<file path="config.mk">
export PLATFORM = sky130hd
export DESIGN_NAME = fetch_stage
export DESIGN_NICKNAME = d
export VERILOG_FILES = /design/src/rtl/fetch_stage.sv
export SDC_FILE = /design/constraint.sdc
export NUM_CORES = 1
export LEC_CHECK = 0
export CAP_MARGIN = 20
export CORE_MARGIN = 8
export CORE_UTILIZATION = 26
export DETAILED_ROUTE_END_ITERATION = 8
export REMOVE_ABC_BUFFERS = 1
export SETUP_SLACK_MARGIN = 0.4
export SYNTH_ARGS = -nofsm -noshare
export SYNTH_HDL_FRONTEND = slang
export SYNTH_SLANG_ARGS = --single-unit
</file>
<file path="constraint.sdc">
create_clock -name clk -period 13.9 [get_ports clk]
set_input_delay 2.78 -clock clk [delete_from_list [all_inputs] [get_ports clk]]
set_output_delay 2.78 -clock clk [all_outputs]
set_load 0.005 [all_outputs]
</file>
<file path="src/rtl/fetch_stage.sv">
// fetch_stage: instruction-fetch stage of the RISC-V core.
//
// Holds the 64-bit program counter. It drives the address of a combinational,
// byte-addressed instruction memory, which returns a big-endian 32-bit word in
// the same cycle. The returned word and its PC are captured in the IF/ID
// pipeline register.
//
// The stage also handles:
//   - hazard stall
//   - branch/jump redirect
//   - end-of-program halt, detected as an all-zero word
//   - fetch fault, for a misaligned or out-of-range PC
//
// Ports:
//   clk             core clock, rising edge
//   reset           asynchronous active-high reset
//   stall           hold PC and IF/ID
//   redirect        taken branch/jump; load redirect_target, squash fetch
//   redirect_target next PC when redirect=1
//   imem_instr      word returned by instruction memory for imem_addr
//   imem_addr       current PC (register copy, no combinational input path)
//   if_id_pc        PC of the latched instruction
//   if_id_instr     latched instruction (NOP_INSTR when invalid after squash/reset)
//   if_id_valid     IF/ID holds a real instruction
//   halted          sticky end-of-program flag
//   fault           sticky fetch-fault flag
//   fault_pc        PC that caused the fault
//   fetch_count     saturating count of instructions latched valid

module fetch_stage #(
  parameter logic [63:0] RESET_PC  = 64'h0,
  parameter int unsigned MEM_SIZE  = 4095,
  parameter logic [31:0] NOP_INSTR = 32'h00000013
) (
  input  logic        clk,
  input  logic        reset,
  input  logic        stall,
  input  logic        redirect,
  input  logic [63:0] redirect_target,
  input  logic [31:0] imem_instr,
  output logic [63:0] imem_addr,
  output logic [63:0] if_id_pc,
  output logic [31:0] if_id_instr,
  output logic        if_id_valid,
  output logic        halted,
  output logic        fault,
  output logic [63:0] fault_pc,
  output logic [31:0] fetch_count
);

  // Highest PC whose full 4-byte word lies inside the memory.
  localparam logic [63:0] PcMax = 64'(MEM_SIZE) - 64'd4;

  typedef enum logic [1:0] {
    StRun,
    StHalt,
    StFault
  } state_e;

  state_e      state;
  logic [63:0] pc;
  logic        pc_bad;

  assign imem_addr = pc;
  assign halted    = (state == StHalt);
  assign fault     = (state == StFault);
  assign pc_bad    = (pc[1:0] != 2'b00) || (pc > PcMax);

  always_ff @(posedge clk or posedge reset) begin
    if (reset) begin
      state       <= StRun;
      pc          <= RESET_PC;
      if_id_pc    <= 64'h0;
      if_id_instr <= NOP_INSTR;
      if_id_valid <= 1'b0;
      fault_pc    <= 64'h0;
      fetch_count <= 32'h0;
    end else begin
      unique case (state)
        StRun: begin
          if (redirect) begin
            // Squash the in-flight fetch; the new PC is checked next cycle.
            pc          <= redirect_target;
            if_id_valid <= 1'b0;
            if_id_instr <= NOP_INSTR;
          end else if (stall) begin
            // Hold everything; a pending halt/fault waits for stall to drop.
          end else if (pc_bad) begin
            // Checked before halt so an out-of-range PC never reports halted.
            state       <= StFault;
            fault_pc    <= pc;
            if_id_valid <= 1'b0;
          end else if (imem_instr == 32'h0) begin
            state       <= StHalt;
            if_id_valid <= 1'b0;
          end else begin
            if_id_instr <= imem_instr;
            if_id_pc    <= pc;
            if_id_valid <= 1'b1;
            pc          <= pc + 64'd4;
            if (fetch_count != 32'hFFFF_FFFF) begin
              fetch_count <= fetch_count + 32'd1;
            end
          end
        end
        StHalt, StFault: begin
          // Terminal: only reset leaves these states.
        end
        default: begin
          state <= StFault;
        end
      endcase
    end
  end

endmodule

</file>
Yosys cells after proc, flatten, opt, wreduce, memory -nomap -nowiden
Index checks and enable logic that the tools add are counted.
{"block": "totals", "register_bits": 259, "latch_bits": 0, "ram_bits": 0, "mem_bits_ro": 0, "in_bits": 100, "output_inout_bits": 259, "wordCells": 52, "n_memories": 0}
{"block": "op_classes", "addsub": 2, "mul": 0, "div_mod_pow": 0, "magnitude_cmp": 1, "eq_ne": 9, "shift": 0, "mux": 17, "bitwise": 5, "n_reduce_logical": 11}
{"op": "$mux W64", "count": 4}
{"op": "$mux W32", "count": 4}
{"op": "$add A64 B3 Y64 const B", "count": 1}
{"op": "$gt A64 B12 Y1 const B", "count": 1}
{"op": "$add A32 B1 Y32 const B", "count": 1}
{"op": "$logic_not A32 Y1", "count": 1}
{"op": "$ne A32 B32 Y1 const B", "count": 1}
{"op": "$reduce_and A4 Y1", "count": 3}
{"op": "$mux W2", "count": 4}
{"op": "$ne A2 B2 Y1 const B", "count": 4}
{"op": "$reduce_and A6 Y1", "count": 1}
{"op": "$not A1 Y1", "count": 5}
{"op": "$reduce_and A5 Y1", "count": 1}
{"op": "$mux W1", "count": 4}
{"op": "$pmux W2 S2", "count": 1}
{"op": "$ne A3 B3 Y1 const B", "count": 1}
{"op": "$eq A2 B1 Y1 const B", "count": 1}
{"op": "$eq A2 B2 Y1 const B", "count": 1}
{"op": "$logic_not A2 Y1", "count": 1}
{"op": "$ne A2 B1 Y1 const B", "count": 1}
{"op": "$reduce_and A2 Y1", "count": 1}
{"op": "$reduce_bool A2 Y1", "count": 1}
{"op": "$reduce_or A2 Y1", "count": 1}
{"op": "$logic_or A1 B1 Y1", "count": 1}

Depth between registers and ports, before layout
Gate-level depths: netlist of run 1.
{"block": "depth", "ltp_word": 6, "mapped_depth": 9, "mapped_depth_nobuf": 7}

Worst setup path before layout of run 1
No wires, ideal clock.
{"block": "synth_path", "path_kind": "input to register", "start": "input imem_instr[5]", "end": "register if_id_pc[2]", "setup_ns": 0.125, "arrival_time_ns": 4.348, "t_required_ns": 13.775, "slack_ns": 9.428, "cell_stages": 7, "n_path_buf": 2, "path_cell_list": "nor4_1 nand4_1 nor2_1 or4_1 buf_2 clkbuf_1 mux2_2"}
{"block": "synth_between", "elab_chain_len": 3}
{"item": "from (decl)", "line_no": "40", "text": "input logic [31:0] imem_instr,"}
{"item": "$logic_not A32 Y1", "line_no": "93", "text": "end else if (imem_instr == 32'h0) begin"}
{"item": "$not A1 Y1 (no line)"}
{"item": "$reduce_and A5 Y1 (no line)"}
{"item": "to (signal assigned)", "line_no": "98", "text": "if_id_pc <= pc;"}
{"item": "to (decl)", "line_no": "42", "text": "output logic [63:0] if_id_pc,"}
No other way between the ends.
A chain may end at the register's enable or synchronous reset.

Worst setup path in the final report of run 1
{"block": "layout_path", "start": "input imem_instr[30]", "end": "register fetch_count[1]"}
{"block": "layout_between", "elab_chain_len": 3}
{"item": "$logic_not A32 Y1", "line_no": "93"}
{"item": "$not A1 Y1 (no line)"}
{"item": "$reduce_and A6 Y1 (no line)"}
{"item": "to (signal assigned)", "line_no": "102", "text": "fetch_count <= fetch_count + 32'd1;"}
{"item": "to (decl)", "line_no": "48", "text": "output logic [31:0] fetch_count"}
No other way between the ends.

==> results of run 1 <==
==> worst max-delay path: stages <==
cell	delay, ns
clkdlybuf4s50_1	0.45
nor4_1	0.54
nand4_1	0.25
nor2_1	0.40
or4_2	0.21
buf_4	0.70
nor2_1	0.18
mux2_2	0.32
==> layer usage <==
layer,vias up,GRT usage (%),routed length [µm]
met5,-,0,31
met2,325,23.76,16720
li1,3842,-,-
met4,6,3.314,801
met1,4077,18.95,15270
met3,53,7.075,4127
==> metrics by stage <==
step	instance area, µm²	setup WS [ns]	utilization, %
6_report	15660	8.513	39.42
5_1_grt	15660	8.284	39.42
4_1_cts	15660	8.503	39.41
3_5_place_dp	14650	7.887	36.86
3_3_place_gp	14650	7.892	36.86
2_1_floorplan	10280	3.998	-
==> cell usage in the layout (no fill, tap or decap), types with 8 or more instances in the layout <==
cell / n
clkdlybuf4s50_1: 358
nor4_2: 9
and2_1: 58
inv_1: 11
nand3_1: 19
clkbuf_1: 9
a311oi_1: 8
o22ai_1: 13
a21oi_1: 8
nor4_1: 25
nor2_1: 24
nor3_1: 27
buf_4: 12
nand2_1: 160
nand4_1: 27
xor2_1: 27
a22o_1: 30
mux2_2: 70
clkbuf_16: 30
dfrtp_1: 256
==> state kept, by name, indices dropped and copies added (netlist names) <==
name and flops:
fetch_count 32, fault_pc 64, state 2, if_id_valid 1
imem_addr 64, if_id_pc 64, if_id_instr 32
==> cells in the mapped netlist (2+ instances only) <==
cell / number
buf_2: 13
nand3_1: 19
or2_2: 2
nor4_2: 9
mux2_2: 70
o21ai_0: 6
a21oi_1: 9
xor2_1: 27
and2_1: 58
and4_1: 5
a311oi_1: 8
dfrtp_1: 256
ha_1: 6
clkbuf_1: 29
o22ai_1: 13
dfstp_2: 3
or3_1: 2
inv_1: 12
nand4_1: 27
mux2_1: 6
nand2_1: 161
and3_1: 5
xnor2_1: 4
o22a_1: 3
nor2b_1: 2
nor4_1: 25
nor3_1: 27
a211oi_1: 7
a31oi_1: 4
a22o_1: 30
nor2_1: 26
==> power breakdown <==
| part | leakage [µW] | internal (µW) | switching [µW] |
|---|---|---|---|
| Sequential | 0.00351 | 764 | 17.3 |
| Clock | 0.000499 | 497 | 316 |
| Combinational | 0.00306 | 47.7 | 37.2 |
| Total | 0.00707 | 1310 | 370 |
==> worst paths after layout <==
check                               start  cells after the start             end
max                        imem_instr[30]                      8  fetch_count[1]
min                          if_id_pc[41]                      1    if_id_pc[41]
max reg2reg                  imem_addr[3]                      8    fault_pc[20]
min reg2reg                  if_id_pc[41]                      1    if_id_pc[41]
max in group asynchronous           reset                      3    if_id_pc[27]
min in group asynchronous           reset                      2    if_id_pc[39]
==> logic make-up after synthesis <==
| kind of cell | after synthesis | share of synthesized area [%] |
|---|---|---|
| buffers and inverters | 56 | 2.236 |
| DFF | 259 | 61.97 |
| and+or+nand+nor | 375 | 18.21 |
| adders and majority gates | 6 | 0.7173 |
| AOI/OAI and AO/OA | 85 | 6.098 |
| muxes | 76 | 8.178 |
| xor gates and xnor gates | 31 | 2.594 |
==> area by class of cell <==
class,instances,area [µm²]
sequential,259,6485
clock inverter,10,161.4
timing repair buffer,370,3674
fill,3834,24070
tap,525,656.9
inverter,12,52.55
antenna,1,2.502
multi-input combinational,573,3777
clock buffer,44,853.3
==> summary.txt, run 1 <==
STA
  • Setup Viol. Count Final: 0
  • Final period util: 38.75%
  • Rel. slew slack: 33.67%
  • Clk_skew: 0.009201 ns
  • Hold Slack: 0.4802 ns
  • RSZ-0062 raised after global routing: false
  • Tmin final: 5.387 ns
  • Fin Setup TNS: 0 ns
  • Final hold violation count: 0
  • Max frequency: 185.6 MHz
  • Worst-Margin Slew: 0.9868 ns
  • Max-slew violation count: 0

Yosys
  • Post-Syn Area: 10470 µm²
  • Ranking of synthesized cells by area: dfrtp_1, mux2_2, nand2_1, and2_1, a22o_1
  • Async SR Flop Fraction: 100.0%
  • Yosys reg bits: 259
  • Syn avg cell area: 11.78 µm²
  • Mapped Cells: 888
  • Yosys cell types: 45
  • Post-synth EDFFs: 0
  • Largest area contributor in the synthesized netlist: dfrtp_1
  • Sequential-to-total area share from yosys stat: 61.97%
  • Most used DFF post-synth: dfrtp_1
  • Syn. warnings: 0
  • Synth top area share: 61.21%

Global route
  • Initial antenna violation count: 4
  • Vias in the first global route: 8741
  • Largest net degree at the start of global routing: 128
  • Overall routing resource usage: 15.19%
  • Grt total ovfl: 0
  • Global-route wire length before repair: 55880 µm

Detailed routing
  • Avg WL per Cell: 20.59 µm
  • # DRC: 0
  • 1st-pass router iterations: 4
  • Vias per cell: 4.628
  • Via count: 8303
  • Post-DRT Antenna Nets: 0
  • First DRT Iteration DRCs: 412
  • Routed WL: 36950 µm

Worst setup path
  • Critical setup path kind: input port to flop
  • CP startpoint kind: input port
  • CP required: 14.36 ns
  • Arrival @ worst endpoint: 5.84 ns
  • Worst reg2reg setup slack: 9.73 ns
  • Crit end category: flop
  • CP Max Fanout: 97

Final layout
  • Nets@finish: 1352
  • Synth-to-Final Area Change: 49.67%
  • Fin cells: 1794
  • Layout cells sized above 1: 11.83%

Hold path
  • HP Class: flop to flop

Floorplanning
  • Row Count: 73
  • # IOs: 359
  • Core area: 39730 µm²
  • Die Y: 216.6 µm
  • Initial core utilization: 26.34%
  • Die width: 216.6 µm
  • Die area: 46930 µm²

Clock network
  • Worst-path clk slew: 0.06 ns
  • CTS Hold Bufs: 0
  • Maximum clock path buffer count: 3
  • Root buffer cell: clkbuf_16
  • H-tree Lvls: 1
  • Cts bufs inserted: 30
  • Post-CTS sizing: 0
  • Clk_lat worst skew: 0.57 ns
  • TritonCTS clock tree: yes
  • Post-CTS Setup Bufs: 0
  • Clock Sinks: 259

Status
  • Run status: finished clean

Place
  • Placed Cells: 1739
  • Gpl congestion: 0.7939
  • DP Wirelength: 26700 µm
  • Port Buf Inserts: 358

Power and ir drop
  • Maximum VDD drop: 0.00008321 V
  • Pwr per Cell Area: 107.2 nW/µm²
  • Total power: 1678 µW
  • Cell leakage power: 0.007067 µW

Run
  • Max Cap Viol: 0
No activity file was read; power rests on OpenSTA's default activity.
==> inputs of run 2 (changes only) <==
==> constraint.sdc (replaced) <==
create_clock -name clk -period 4.65 [get_ports clk]
set_input_delay 0.93 -clock clk [delete_from_list [all_inputs] [get_ports clk]]
set_output_delay 0.93 -clock clk [all_outputs]
set_load 0.005 [all_outputs]
==> run 2 against run 1 <==
Cell count grew 0.84%; count of clock-buffer cells in the layout grew 8; die area is the same; sequential cell count is the same; worst hold slack is essentially flat; non-clock buffer count grew 10; critical path type is now flop to flop; highest routed layer unchanged.
==> summary.txt, run 2 (same netlist as run 1, synthesis figures left out) <==
Status
  • Run status: finished clean (unchanged)

Detailed routing
  • Routed WL: 37510 µm (was 36950 µm)
  • 1st-pass router iterations: 4 (unchanged)
  • Via count: 8395 (was 8303)
  • Post-DRT Antenna Nets: 0 (unchanged)
  • # DRC: 0 (unchanged)
  • Avg WL per Cell: 20.73 µm (was 20.59 µm)
  • Vias per cell: 4.641 (was 4.628)
  • First DRT Iteration DRCs: 447 (was 412)

STA
  • Rel. slew slack: 44.60% (was 33.67%)
  • Max frequency: 278.9 MHz
  • Setup Viol. Count Final: 0 (unchanged)
  • Final period util: 77.12%
  • Tmin final: 3.586 ns
  • Final hold violation count: 0 (unchanged)
  • Worst-Margin Slew: 0.8247 ns (was 0.9868 ns)
  • Max-slew violation count: 0 (unchanged)
  • RSZ-0062 raised after global routing: false (unchanged)
  • Clk_skew: 0.01109 ns (was 0.009201 ns)

Worst setup path
  • Slowest-stage cell, CP: nor4_2 (was buf_4)
  • Max incr delay on CP: 0.73 ns (was 0.70 ns)
  • CP required: 5.06 ns (was 14.36 ns)
  • CP Max Fanout: 12 (was 97)
  • CP startpoint kind: flop (was input port)
  • Arrival @ worst endpoint: 4.00 ns (was 5.84 ns)
  • Crit end category: flop (unchanged)
  • Critical setup path kind: flop to flop (was input port to flop)
  • Critical path cell sequence: nor4_1 -> nand4_1 -> or4_4 -> nor4_2 -> a21o_1 -> mux2_2 (was clkdlybuf4s50_1 -> nor4_1 -> nand4_1 -> nor2_1 -> or4_2 -> buf_4 -> nor2_1 -> mux2_2)

Hold path
  • HP Class: flop to flop (unchanged)

Clock network
  • Worst-path clk slew: 0.06 ns (about the same)
  • CTS Hold Bufs: 0 (unchanged)
  • Cts bufs inserted: 34 (was 30)
  • Post-CTS sizing: 0 (unchanged)
  • Maximum clock path buffer count: 3 (unchanged)
  • H-tree Lvls: 2 (was 1)
  • Clock Sinks: 259 (unchanged)
  • Root buffer cell: clkbuf_16 (unchanged)
  • Post-CTS Setup Bufs: 0 (unchanged)
  • TritonCTS clock tree: yes (unchanged)
  • Clk_lat worst skew: 0.53 ns (was 0.57 ns)

Final layout
  • Synth-to-Final Area Change: 52.42% (was 49.67%)
  • Final instance area: 15950 µm² (was 15660 µm²)
  • Final Util: 40.14% (was 39.42%)
  • Nets@finish: 1366 (was 1352)
  • Antenna fix cells: 0 (was 1)
  • Commonest non-fill, non-tap cell in the layout: clkdlybuf4s50_1 (unchanged)
  • Most frequent cells in the layout: clkdlybuf4s50_1, dfrtp_1, nand2_1 (unchanged)
  • Layout cells sized above 1: 13.08% (was 11.83%)
  • Fin cells: 1809 (was 1794)

Floorplanning
  • Die width: 216.6 µm (unchanged)
  • # IOs: 359 (unchanged)
  • Initial core utilization: 26.34% (unchanged)
  • Row Count: 73 (unchanged)
  • Die Y: 216.6 µm (unchanged)
  • Core area: 39730 µm² (unchanged)
  • Die area: 46930 µm² (unchanged)

Place
  • Placed Cells: 1749 (was 1739)
  • Port Buf Inserts: 358 (unchanged)
  • Gpl congestion: 0.7906 (was 0.7939)
  • DP Wirelength: 27350 µm (was 26700 µm)
  • Area of placed instances: 14770 µm² (was 14650 µm²)

Global route
  • Routing usage on met2: 24.44% (was 23.76%)
  • Vias in the first global route: 8992 (was 8741)
  • Initial antenna violation count: 4 (unchanged)
  • Layer with the highest usage: met2 (unchanged)
  • Overall routing resource usage: 15.69% (was 15.19%)
  • M1 GR Usage: 19.12% (was 18.95%)
  • M3 GR Usage: 7.089% (was 7.075%)
  • Grt total ovfl: 0 (unchanged)
  • Largest net degree at the start of global routing: 87 (was 128)
  • Global-route wire length before repair: 56880 µm (was 55880 µm)

Power and ir drop
  • Cell leakage power: 0.007217 µW (was 0.007067 µW)
  • Pwr per Cell Area: 334.2 nW/µm² (was 107.2 nW/µm²)
  • Maximum VDD drop: 0.0002532 V (was 0.00008321 V)

Run
  • Max Cap Viol: 0 (unchanged)
-- run 2: changes by cell type in the layout (fill, tap and decap cells not counted), sizes merged --
cell	before	now
buf	12	22
clkbuf	44	52
clkinv	6	4
bufinv	4	3
clkinvlp	0	1
diode	1	0
-- run 2: worst paths after layout --
check | start | endpoint | slack (ns) | depth (start not counted)
worst max-delay path | imem_addr[62] | imem_addr[3] | 1.06 | 6
worst min-delay path | if_id_pc[35] | if_id_pc[35] | 0.48 | 1
worst max register to register | imem_addr[62] | imem_addr[3] | 1.06 | 6
worst min register to register | if_id_pc[35] | if_id_pc[35] | 0.48 | 1
max in group asynchronous | reset | if_id_instr[1] | 2.86 | 3
min in group asynchronous | reset | if_id_pc[39] | 0.89 | 2
-- run 2: cell type report --
class,instances,area [µm²]
Clock buffer,52,1062
Clock inverter,8,117.6
Fill cell,3850,23780
Inverter,12,52.55
Multi-Input combinational cell,573,3777
Sequential cell,259,6485
Tap cell,525,656.9
Timing Repair Buffer,380,3799
-- run 2: power breakdown --
part / total, µW / leakage (µW) / switching, µW / internal [µW]
registers: 2330 / 0.00351 / 50.4 / 2280
clock network: 2740 / 0.000580 / 999 / 1740
logic: 262 / 0.00313 / 115 / 147
total: 5330 / 0.00722 / 1160 / 4170
-- run 2: layer usage --
metal | up-vias | share of wire (%)
met3 | 64 | 11
met5 | - | 0.13
li1 | 3870 | -
met1 | 4115 | 42
met2 | 338 | 45
met4 | 8 | 2.4
-- run 2: stage by stage --
| stage | setup TNS [ns] | total power, µW | hold slack [ns] | setup slack (ns) |
|---|---|---|---|---|
| after detailed placement | 0 | 2642 | 0.4714 | 0.9411 |
| after global routing | 0 | 5539 | 0.4925 | 0.8407 |
| final | 0 | 5331 | 0.4799 | 1.064 |
| after global placement | 0 | 2640 | 0.4673 | 0.9590 |
| after floorplan | -891.02 | 2428 | 0.4769 | -3.402 |
| after CTS | 0 | 5442 | 0.4866 | 1.017 |
-- run 2: worst max-delay path: cells and delay by family (launching register included) --
family             cells  cell delay, ns
and+or+nand+nor        4            2.07
AOI/OAI and AO/OA      1            0.55
DFF                    1            0.46
muxes                  1            0.39
==> patch 1 (settings of run 1) <==
Put a register stage on the output `fault`, with the module's reset. The value now appears one clock later. The other outputs are not delayed to match.
--- a/src/rtl/fetch_stage.sv
+++ b/src/rtl/fetch_stage.sv
@@ -64,5 +64,11 @@
   assign imem_addr = pc;
   assign halted    = (state == StHalt);
-  assign fault     = (state == StFault);
+  always_ff @(posedge clk or posedge reset) begin
+    if (reset) begin
+      fault <= '0;
+    end else begin
+      fault <= (state == StFault);
+    end
+  end
   assign pc_bad    = (pc[1:0] != 2'b00) || (pc > PcMax);
 
Function: changed (Yosys sat finds a counterexample within 4 cycles, from zero or initial values and one cycle with reset high).
==> patch 1 against run 1 <==
- critical path depth shrank 1
- routed wire length is 5.0% higher
- design area increased by 2.3%
- maximum frequency decreased by 1.8%
- synthesized area up 2.6%
- non-clock buffer count is 2 lower
- count of clock-buffer cells in the layout up 7
- worst setup slack worse by 0.097 ns
- sequential cell count grew 1
- critical path type unchanged
Power is not compared: it rests on default switching activity, and its combinational part moved more than twofold at a synthesized area within 25%.
==> patch 1: results <==
group,metric,value,unit
status,status,"complete, no violations",
sta,holdWs,0.4653,ns
yosys,synthTopCellsByArea,"dfrtp_1, mux2_2, nand2_1, and2_1, a22o_1",
routing,wire_per_inst,20.97,um
routing,wl_met1,16.23,mm
yosys,synth_compound_area_share,8.146,%
worst_setup_path,cp_slowest_cell,"nand2_1",
cts,clkLatencyLatePin,0.53,ns
final_layout,nNetsFinal,1397,
routing,first_pass_iters,5,
hold_path,min_path_cells,2,
yosys,synth-xor-area-share,2.529,%
yosys,synth_cell_types,52,
routing,wl_met2,18.53,mm
worst_setup_path,crit_arrival,5.94,ns
hold_path,hold_path_end,"if_id_pc[5]$_DFFE_PP0P_",
sta,skew,0.02409,ns
placed_design,post-place-ws,7.840,ns
global_routing,gr-usage-met1,19.63,%
global_routing,grt_util_met2,25.00,%
global_routing,grt_usage,15.57,%
routing,met3WireLength,2.723,mm
worst_setup_path,crit_start,"imem_instr[14]",
placed_design,dp.cells,1784,
global_routing,first_global_vias,8997,
worst_setup_path,critPathMaxStageDelay,0.60,ns
sta,fin_ws,8.416,ns
global_routing,use_met3,4.034,%
final_layout,final_layout_size_suffix_gt1_share,11.42,%
## patch 1: cell types whose count changed after synthesis, sizes merged, moves of 7 or more
| cell | run 1 | this run |
|---|---|---|
| nand2 | 161 | 138 |
| o21ai | 6 | 26 |
| nor2 | 26 | 43 |
| a21oi | 9 | 24 |
| mux2 | 76 | 65 |
| xnor2 | 4 | 12 |
| xor2 | 27 | 19 |
| a311oi | 8 | 1 |
## patch 1: kinds of logic (layout without fill, tap and decap cells)
kind of cell,count (synthesis),count (layout)
XOR/XNOR,31,31
other,0,4
AND/OR/NAND/NOR,385,385
flip-flops,260,260
AO/OA/AOI/OAI,124,124
multiplexers,65,65
adder cells (fa/ha/maj),6,6
buffers and inverters,63,443
## patch 1: final cells by class
class	instances	area, um2
diodes	4	10.01
well taps	532	665.6
clock inverters	8	75.07
clock buffers	51	1039
flip-flops and latches	260	6510
inverters	16	67.56
repair buffers	368	3699
multi-input cells	611	3958
fillers	3926	24810
==> patch 2 (config.mk and constraints of run 1) <==
Made on the original files. Set the parameter `MEM_SIZE` to 3071 (it was 4095).
--- a/src/rtl/fetch_stage.sv
+++ b/src/rtl/fetch_stage.sv
@@ -30,5 +30,5 @@
 module fetch_stage #(
   parameter logic [63:0] RESET_PC  = 64'h0,
-  parameter int unsigned MEM_SIZE  = 4095,
+  parameter int unsigned MEM_SIZE  = 3071,
   parameter logic [31:0] NOP_INSTR = 32'h00000013
 ) (
Function: changed (Yosys sat finds a counterexample within 4 cycles, from zero or initial values and one cycle with reset high).
==> patch 2 against run 1 <==
- register-to-register slack better by 0.67 ns
- maximum frequency is 4.1% lower
- sequential share of layout area is 0.083 points higher
- design area is 0.20% lower
- core utilization is 0.079 points lower
- worst setup slack worse by 0.23 ns
- clock skew is 0.011 ns higher
- synthesized area hardly changed
- global-route usage is 0.43 points lower
- first-iteration DRC count is 17% higher
- power is 1.0% higher
- routed wire length is 4.3% lower
- sequential cell count stayed put
- critical path type unchanged
- largest cell class unchanged
- largest power group unchanged
==> patch 2: results <==
group,metric,value,unit
status,status,"complete, no violations",
yosys,synth_cell_types,54,
placed_design,placed_area,14540,um2
worst_setup_path,r2r_end,"if_id_pc[4]$_DFFE_PP0P_",
yosys,synth-seq-area-share,61.91,%
worst_setup_path,cp_slowest_cell,"clkdlybuf4s50_1",
worst_setup_path,reg2reg_depth,7,
global_routing,grt_usage,14.76,%
yosys,synth-seq-cells,259,
worst_setup_path,crit_path_max_fanout,53,
final_layout,final_layout_size_suffix_gt1_share,12.01,%
final_layout,fill_cells,3858,
worst_setup_path,reg2reg_slack,10.40,ns
power_and_ir_drop,peakVddDrop,0.08368,mV
cts,cts-buffers-inserted,34,
sta,skew,0.02019,ns
cts,ctsResizeCount,0,
worst_setup_path,crit_arrival,6.01,ns
worst_setup_path,worst_setup_path_endpoint,"fault_pc[61]$_DFFE_PP0P_",
routing,wire_per_inst,19.84,um
placed_design,hpwl,25.19,mm
cts,cts_setup_buffers,0,
global_routing,grt_start_max_net_pins,121,
yosys,synth_top_cells_by_count,"dfrtp_1, nand2_1, mux2_2",
power_and_ir_drop,p_leak,7.165,nW
yosys,synth_async_sr_flop_share,100.0,%
worst_setup_path,path_delay_family,"buffers and inverters",
worst_setup_path,timing.rr.start,"imem_addr[45]$_DFFE_PP0P_",
worst_setup_path,crit_start,"redirect",
cts,htreeDepth,2,
routing,first_pass_iters,4,
final_layout,nNetsFinal,1340,
yosys,synthTopCellsByArea,"dfrtp_1, mux2_2, nand2_1, nor2b_1, a22o_1",
cts,path_clk_slew,0.06,ns
routing,num_vias,8076,
final_layout,antenna_cells,0,
global_routing,first_global_vias,8618,
placed_design,globalplace.congestion,0.7839,
global_routing,antenna_found_initial,0,
placed_design,place.port_buffers,358,
cts,clkLatencyLatePin,0.53,ns
sta,maxSlewHeadroom,31.91,%
worst_setup_path,critPathMaxStageDelay,0.81,ns
yosys,yosys_warnings,0,
yosys,ys.flop_type,"dfrtp_1",
hold_path,hp-start,"fault_pc[29]$_DFFE_PP0P_",
global_routing,grt_pass1_wl,54.26,mm
routing,drt-initial-drc-count,480,
[patch 2: cell count changes in the layout (fill, tap and decap cells not counted), sizes merged, moves of 6 or more]
cell / before / now
nand2: 161 / 179
and2: 58 / 2
a311oi: 8 / 2
nand4: 27 / 17
a21oi: 9 / 3
nor3: 28 / 14
nor4: 34 / 41
and3: 5 / 12
o22ai: 13 / 3
nor2b: 2 / 57
[patch 2: cells by family after synthesis]
family,share of synthesized area [%]
compound gates,5.555
xor+xnor,2.592
fa+ha+maj,0.7167
buf+inv,2.711
flops,61.91
mux,8.158
simple gates,18.36
[patch 2: worst min-delay path by stage]
stage / end / slack, ns / cells after the start
4_1_cts: fault_pc[23]$_DFFE_PP0P_ / 0.49 / 1
3_3_place_gp: fault_pc[29]$_DFFE_PP0P_ / 0.47 / 1
6_report: fault_pc[29]$_DFFE_PP0P_ / 0.49 / 1
5_1_grt: fault_pc[51]$_DFFE_PP0P_ / 0.51 / 1
3_5_place_dp: fault_pc[23]$_DFFE_PP0P_ / 0.48 / 1
2_1_floorplan: state[1]$_DFFE_PP0P_ / 0.47 / 2
[patch 2: per-layer routing]
metal / part of all wire, % / vias up / track usage (%) / wire length [um]
met3: 6.4 / 66 / 3.816 / 2280
met1: 43 / 3996 / 18.66 / 15200
met2: 47 / 254 / 23.73 / 16700
met4: 3.3 / 0 / 6.222 / 1168
li1: - / 3760 / - / -
met5: 0 / - / 0 / 0
[patch 2: per-stage QoR]
| step | util [%] | instances | setup WS (ns) |
|---|---|---|---|
| final | 39.34 | 1782 | 8.283 |
| after global routing | 39.34 | 1782 | 7.986 |
| after CTS | 39.27 | 1781 | 8.283 |
| after detailed placement | 36.60 | 1722 | 7.731 |
| after global placement | 36.60 | 1722 | 7.886 |
| after floorplan | - | 832 | 3.998 |
[patch 2: worst register-to-register path, delay by kind of cell, from the launching register on]
| kind | cells | cell delay (ns) |
|---|---|---|
| flops | 1 | 0.44 |
| buf+inv | 1 | 0.78 |
| mux | 1 | 0.47 |
| simple gates | 5 | 1.72 |
[patch 2: where the power goes]
part	leakage [nW]	internal, mW	switching, mW	total (mW)
Clock	0.527	0.497	0.336	0.834
Sequential	3.53	0.763	0.0139	0.777
Combinational	3.11	0.0476	0.0372	0.0848
[patch 2: area by class of cell]
| class | count | share of cell area [%] |
|---|---|---|
| tap | 525 | 4.202 |
| multi-input combinational | 564 | 23.81 |
| inverter | 9 | 0.2641 |
| sequential | 259 | 41.49 |
| timing repair buffer | 366 | 23.44 |
| clock inverter | 13 | 0.4883 |
| clock buffer | 46 | 6.316 |
